## src/rtl/rf_wb_arbiter.sv

```systemverilog
// Register-file write-back arbiter: merges ALU results and queued load returns into one registered write port and keeps the load scoreboard.
// Latency: ALU result is written 1 cycle after sampling; a load return is written 2+ cycles after acceptance (ALU always wins).
// Backpressure: ALU never stalls; load returns use valid/ready with mem_ready = !full (no same-cycle pop bypass).
//
// Ports:
//   clk, rst                      clock, synchronous active-high reset
//   alu_valid/alu_rd/alu_data     single-cycle ALU result stream
//   iss_valid/iss_rd              load issue, marks iss_rd pending in the scoreboard
//   mem_valid/mem_ready/mem_rd/mem_data   load return into the DEPTH-entry FIFO
//   qry_rs1/qry_rs2/qry_rd        decode-stage operands; stall if any is pending
//   RFWr/WrDtAdr/WrDt             registered register-file write port
//   pend_cnt                      number of pending load destinations
module rf_wb_arbiter #(
    parameter int DEPTH = 4,
    parameter int AW    = 2
) (
    input  logic        clk,
    input  logic        rst,
    input  logic        alu_valid,
    input  logic [4:0]  alu_rd,
    input  logic [31:0] alu_data,
    input  logic        iss_valid,
    input  logic [4:0]  iss_rd,
    input  logic        mem_valid,
    output logic        mem_ready,
    input  logic [4:0]  mem_rd,
    input  logic [31:0] mem_data,
    input  logic [4:0]  qry_rs1,
    input  logic [4:0]  qry_rs2,
    input  logic [4:0]  qry_rd,
    output logic        stall,
    output logic        RFWr,
    output logic [4:0]  WrDtAdr,
    output logic [31:0] WrDt,
    output logic [5:0]  pend_cnt
);

    logic [4:0]    fifoRd [DEPTH];
    logic [31:0]   fifoDt [DEPTH];
    logic [AW-1:0] wrPtr;
    logic [AW-1:0] rdPtr;
    logic [AW:0]   count;
    logic [31:0]   busy;       // bit 0 is held at zero so x0 never stalls
    logic [31:0]   busyNext;
    logic          wrSrcMem;   // current RF write came from the load FIFO
    logic          fifoFull;
    logic          fifoEmpty;
    logic          push;
    logic          pop;
    logic [4:0]    headRd;
    logic [31:0]   headDt;

    assign fifoFull  = (count == (AW+1)'(DEPTH));
    assign fifoEmpty = (count == '0);
    assign mem_ready = !fifoFull;
    assign push      = mem_valid && !fifoFull;
    assign pop       = !alu_valid && !fifoEmpty;
    assign headRd    = fifoRd[rdPtr];
    assign headDt    = fifoDt[rdPtr];

    assign stall = busy[qry_rs1] | busy[qry_rs2] | busy[qry_rd];

    // A load's pending mark drops on the edge its RF write commits, so a
    // released reader sees the new value. A new issue of the same register
    // on that edge keeps it pending.
    always_comb begin
        busyNext = busy;
        if (RFWr && wrSrcMem) begin
            busyNext[WrDtAdr] = 1'b0;
        end
        if (iss_valid && (iss_rd != 5'd0)) begin
            busyNext[iss_rd] = 1'b1;
        end
        busyNext[0] = 1'b0;
    end

    always_comb begin
        pend_cnt = '0;
        for (int i = 1; i < 32; i++) begin
            pend_cnt = pend_cnt + 6'(busy[i]);
        end
    end

    // FIFO storage needs no reset; only pointers and count define occupancy.
    always_ff @(posedge clk) begin
        if (push) begin
            fifoRd[wrPtr] <= mem_rd;
            fifoDt[wrPtr] <= mem_data;
        end
    end

    always_ff @(posedge clk) begin
        if (rst) begin
            wrPtr    <= '0;
            rdPtr    <= '0;
            count    <= '0;
            busy     <= '0;
            RFWr     <= 1'b0;
            WrDtAdr  <= '0;
            WrDt     <= '0;
            wrSrcMem <= 1'b0;
        end else begin
            if (push) begin
                wrPtr <= wrPtr + AW'(1);
            end
            if (pop) begin
                rdPtr <= rdPtr + AW'(1);
            end
            if (push && !pop) begin
                count <= count + (AW+1)'(1);
            end else if (!push && pop) begin
                count <= count - (AW+1)'(1);
            end

            busy <= busyNext;

            // Writes to x0 are dropped but still consume their slot.
            if (alu_valid) begin
                RFWr     <= (alu_rd != 5'd0);
                wrSrcMem <= 1'b0;
                if (alu_rd != 5'd0) begin
                    WrDtAdr <= alu_rd;
                    WrDt    <= alu_data;
                end
            end else if (pop) begin
                RFWr     <= (headRd != 5'd0);
                wrSrcMem <= 1'b1;
                if (headRd != 5'd0) begin
                    WrDtAdr <= headRd;
                    WrDt    <= headDt;
                end
            end else begin
                RFWr <= 1'b0;
            end
        end
    end

    // Protocol checks on the surrounding pipeline.
    always @(posedge clk) begin
        if (!rst) begin
            assert (!(iss_valid && (iss_rd != 5'd0) && busy[iss_rd]));
            assert (!(alu_valid && (alu_rd != 5'd0) && busy[alu_rd]));
            assert (!(push && (mem_rd != 5'd0) && !busy[mem_rd]));
        end
    end

endmodule

```

## config.mk

```make
export PLATFORM = sky130hd
export DESIGN_NAME = rf_wb_arbiter
export DESIGN_NICKNAME = d
export VERILOG_FILES = /design/src/rtl/rf_wb_arbiter.sv
export SDC_FILE = /design/constraint.sdc
export NUM_CORES = 1
export LEC_CHECK = 0
export CORE_UTILIZATION = 55
export DETAILED_ROUTE_END_ITERATION = 10
export PLACE_DENSITY_LB_ADDON = 0.1
export SETUP_SLACK_MARGIN = 0.5
export SYNTH_ARGS = -nofsm -noshare
export SYNTH_HDL_FRONTEND = slang
export SYNTH_SLANG_ARGS = --single-unit
```

## constraint.sdc

```tcl
create_clock -name clk -period 8.6 [get_ports clk]
set_clock_uncertainty 0.2 [all_clocks]
set_input_delay 2.15 -clock clk [delete_from_list [all_inputs] [get_ports clk]]
set_output_delay 2.15 -clock clk [all_outputs]
set_load 0.005 [all_outputs]
```

### Yosys cells after proc, flatten, opt, wreduce, memory -nomap -nowiden

Memory sizes are Yosys's and may differ from the RTL's. A register that Yosys moved wholly into a read port is not among the register bits.
Cells that the tools add are included.

* bits in registers: 78
* bits in latches: 0
* memory bits (writable): 148
* ROM bits: 0
* input bits: 99
* output and inout port bits: 46
* word-level logic and storage cells: 111
* memories: 2

* add/sub/neg operators: 34
* multiply operators: 0
* div/mod/pow operators: 0
* magnitude comparators: 7
* eq/ne operators: 2
* shift operators: 0
* multiplexer cells: 30
* bitwise logic cells: 5
* reductions and logical operators: 22

Memories
* fifoDt: depth 4, bits a word 32, rd ports 1, clocked after memory_dff 1, write ports 1, line 39 `logic [31:0] fifoDt [DEPTH];`
* fifoRd: depth 4, bits a word 5, rd ports 1, clocked after memory_dff 1, write ports 1, line 38 `logic [4:0] fifoRd [DEPTH];`

Operators with widths (count)
* 32-bit 2-to-1 mux: 6
* 6-bit by 1-bit adder with 6-bit output: 25
* 32-bit bitwise AND: 1
* 32-bit inverter: 1
* 32-bit bitwise OR: 1
* 5-bit by 6-bit less-than comparator with 1-bit output (second input constant): 5
* 5-bit 2-to-1 mux: 4
* 1-bit binary-select mux with 5-bit select: 3
* 5-bit nonzero test: 3
* 1-bit demux with 5-bit select: 2
* 5-bit by 1-bit greater-or-equal comparator with 1-bit output (second input constant): 2
* 1-bit 2-to-1 mux: 9
* 1-bit logical AND: 8
* 2-bit 2-to-1 mux: 4
* 5-bit by 1-bit adder with 6-bit output: 1
* 3-bit 2-to-1 mux: 2
* 2-bit nonzero test: 3
* 4-bit by 1-bit adder with 5-bit output: 1
* 1-bit zero test: 5
* 2-bit by 1-bit adder with 2-bit output (second input constant): 2
* 3-bit by 1-bit adder with 4-bit output: 1
* 2-bit by 1-bit adder with 3-bit output: 1
* 3-bit by 1-bit adder with 3-bit output (second input constant): 1
* 3-bit == test (second input constant): 1
* other kinds (7): 8

### Depth between registers and ports, before layout

* depth in word-level cells: 30
* depth in mapped cells: 15
* gate-level depth less buffers: 15

### Least setup slack after synthesis

No wires, ideal clock.

* path kind: register to output
* from: register busy[1]
* to: output pend_cnt[4]
* data arrival time: 4.532 ns
* data required time: 6.250 ns
* slack: 1.718 ns
* cell stages (with the launch flop): 16
* buffers on the path: 0
* path through: dfxtp_1 -> inv_1 -> fa_1 -> inv_1 -> fa_1 -> fa_1 -> fa_1 -> fa_1 -> inv_1 -> fa_1 -> fa_1 -> inv_1 -> fa_1 -> a21o_1 -> a21oi_1 -> xnor2_1

* word-level cells in the longest chain between the ends: 30

Ends and longest elaborated chain
* from (decl): line 43 `logic [31:0] busy;`
* from (signal assigned): line 115 `busy <= busyNext;`
* 1-bit by 1-bit adder with 2-bit output: line 80 `pend_cnt = pend_cnt + 6'(busy[i]);`
* 2-bit by 1-bit adder with 3-bit output: line 80
* 3-bit by 1-bit adder with 4-bit output: line 80
* 4-bit by 1-bit adder with 5-bit output: line 80
* 5-bit by 1-bit adder with 6-bit output: line 80
* 6-bit by 1-bit adder with 6-bit output (25 in series): line 80
* to (decl): line 35 `output logic [5:0] pend_cnt`

Every way passes these cells.

### Worst setup path in the final report

* from: register busy[1]
* to: output pend_cnt[5]

The elaborated chain is that of the path after synthesis.

==> summary.txt <==
Power
  • Int Power: 2390 uW
  • P_leak: 0.00455 uW
  • Sequential Power Share: 42.5%
  • Psw: 863 uW
  • Clk network pwr share: 34.0%
  • Sw Share: 26.5%
  • Power density over the cells: 245 nW/um^2
  • Peak VDD IR: 0.000184 V
  • Combinational share of power: 23.6%

STA
  • Max Fclk: 128 MHz
  • Worst-Margin Slew: 1.19 ns
  • Sum Neg Setup Slack: 0 ns
  • Worst Slack Setup Final: 0.784 ns
  • Min cycle time layout: 7.82 ns
  • Slew headroom: 20.8%
  • RSZ-0062 raised after global routing: false
  • Fin. Hold Viols: 0
  • Max-slew violation count: 0
  • Final setup viols: 0
  • Final cycle utilization of the critical path: 90.9%

Drt
  • Via-to-Cell Ratio: 5.82
  • WL/cell: 20.8 microns
  • Drt total wl: 24.4 mm
  • Via count: 6,819
  • DRT antenna net count: 0
  • 1st-pass router iterations: 4
  • Drt drc: 0
  • DR iter-0 viols: 370

Place
  • Dpl ws: 1.04 ns
  • Placed Cells: 1,128
  • PortBufs: 144
  • DPL Wire Length: 16.1 mm
  • GPL Wtd Cong: 0.906

Clock tree
  • TritonCTS clock tree: done
  • Max Root-Sink Buffers: 3
  • Sink Count: 227
  • Worst-Skew Late Latency: 0.51 ns
  • TritonCTS buffer count: 24
  • Root buffer cell: clkbuf_16
  • Hold bufs inserted after CTS: 0
  • H-tree depth: 1
  • Clock slew at reported path FFs: 0.07 ns

Run status
  • Status: finished clean

Synth
  • Async S/R FF share, synth: 0%
  • EDFF count, synth: 148
  • Yosys cell types: 41
  • Sequential area share after synthesis: 55.5%
  • Synth Area per Inst: 14.2 sq um
  • Syn. warnings: 0
  • Post-synth top area cell: edfxtp_1
  • Synth top area share: 41.0%
  • Synthesized cell area: 10,900 sq um
  • Seq cells post-synth: 227
  • Top_reg_cell synth: edfxtp_1
  • Leading post-synthesis cells by cell area: edfxtp_1, dfxtp_1, mux4_2, fa_1, a221oi_2
  • Syn Inst Count: 762
  • Mapped Nets: 897

Final layout
  • Most frequent cells in the layout: edfxtp_1, clkdlybuf4s50_1, dfxtp_1, inv_1, mux4_2
  • Layout cells sized above 1: 19.6%
  • Post-route insts no fill: 1,172
  • Final nets: 1,024
  • Commonest non-fill, non-tap cell in the layout: edfxtp_1
  • Filler cell count: 1,393
  • P&R area growth vs syn: 22.2%
  • Number of diodes: 0

GRT
  • First-pass GRT wire length: 38.1 mm
  • Total gr overflow: 0
  • Largest net degree at the start of global routing: 79
  • GRT Util Overall: 24.8%
  • Vias in the first global route: 7,089
  • Antenna violations before repair: 0

Die
  • Die Footprint: 20,300 sq um
  • I/O pins: 145
  • Die height: 142 microns
  • Std-Cell Rows: 51
  • Initial Utilization: 55.9%
  • Die Span X: 142 microns
  • Core Area: 19,400 sq um

Critical path
  • CP startpoint kind: flip-flop
  • CP Class: reg -> out
  • WP data arrival: 5.47 ns
  • Setup crit end kind: primary output
  • CP max FO: 5
  • Critical Path RT: 6.25 ns

Flow run
  • MaxCap Viol Count: 0

Worst hold path
  • Hold Path Class: reg -> reg
## timing repair
item                                    4_1_cts  5_1_grt
endpoints found under the setup margin        1        1
gates resized for setup                       1        4
buffers inserted                              0        0
pin swaps                                     0        1
## registers in the layout, indices dropped and copies added (netlist names), named ones only
| signal | cells |
|---|---|
| WrDt | 32 |
| fifoDt | 128 |
| RFWr | 1 |
| wrSrcMem | 1 |
| fifoRd | 20 |
| busy | 31 |
| WrDtAdr | 5 |
| count | 3 |
| wrPtr | 2 |
| rdPtr | 2 |
## power by group through the flow
stage / Sequential (uW) / Clock (uW) / Combinational, uW
6_report: 1380 / 1100 / 767
5_1_grt: 1400 / 1170 / 836
4_1_cts: 1380 / 1120 / 780
3_5_place_dp: 1410 / 0 / 776
3_3_place_gp: 1390 / 0 / 756
2_1_floorplan: 1380 / 0 / 552
## routing by layer
metal,track usage (%),wire length [microns],vias to the layer above
li1,-,-,3129
met1,33.3,10300,3409
met2,41.7,12100,231
met3,3.60,1400,50
met4,8.15,598,0
met5,0,0,-
## area by class of cell
cell class / count / area (sq um) / share of cell area, %
sequential: 227 / 6030 / 45.5
timing repair buffer: 148 / 1470 / 11.1
tap: 265 / 332 / 2.50
clock buffer: 32 / 682 / 5.14
inverter: 74 / 278 / 2.09
multi-input combinational: 414 / 4290 / 32.4
clock inverter: 12 / 179 / 1.35
## stage by stage
step | hold slack, ns | util, % | total power, uW | instance area, sq um
6_report | 0.259 | 68.4 | 3250 | 13300
5_1_grt | 0.276 | 68.4 | 3400 | 13300
4_1_cts | 0.263 | 68.3 | 3290 | 13300
3_5_place_dp | 0.252 | 63.9 | 2180 | 12400
3_3_place_gp | 0.246 | 63.9 | 2150 | 12400
2_1_floorplan | 0.250 | - | 1930 | 10900
## path summary, 6_finish.rpt
kind | from | end | slack [ns] | depth (start not counted)
max | busy[1] | pend_cnt[5] | 0.78 | 16
min | WrDt[23] | WrDt[23] | 0.26 | 2
max reg2reg | flip-flop | WrDt[10] | 4.81 | 6
min reg2reg | WrDt[23] | WrDt[23] | 0.26 | 2
## synthesized netlist by cell type, types with 2 or more instances
cell      count
edfxtp_1    148
dfxtp_1      79
inv_1        74
mux4_2       58
nand2_1      48
nor2b_1      38
a21oi_1      35
o21ai_0      33
a211oi_2     30
a221oi_2     30
clkbuf_1     27
fa_1         24
nor2_1       19
mux2i_1      14
ha_1         12
a211oi_1      8
nand3_1       8
a221oi_1      7
buf_4         7
and3_1        6
nor3b_1       6
buf_2         5
nor3_1        5
xor2_1        5
buf_6         4
nand4_1       4
a21o_1        3
buf_12        3
xnor2_1       3
and2_1        2
mux2_2        2
nand3b_1      2
nand4b_1      2
nor4_1        2
or3_1         2
or4_1         2
## critical path, cell delays in order (launching register included)
cell and delay, ns:
dfxtp_2 0.36, inv_1 0.06, fa_1 0.54, inv_1 0.06, fa_1 0.41, fa_1 0.50
fa_1 0.52, fa_1 0.54, inv_1 0.05, fa_1 0.54, inv_1 0.08, ha_1 0.30
a21o_1 0.16, a21o_1 0.19, a21oi_1 0.14, nor2b_1 0.06, clkdlybuf4s50_1 0.45
## logic make-up after synthesis
| kind of cell | after synthesis | synth area share (%) |
|---|---|---|
| XOR/XNOR | 8 | 0.646 |
| buffers and inverters | 121 | 5.21 |
| flip-flops | 227 | 55.5 |
| multiplexers | 74 | 13.5 |
| AO/OA/AOI/OAI | 149 | 12.3 |
| adder cells (fa/ha/maj) | 36 | 5.81 |
| AND/OR/NAND/NOR | 147 | 6.96 |
Note: power is estimated with default switching activity, not from simulation.
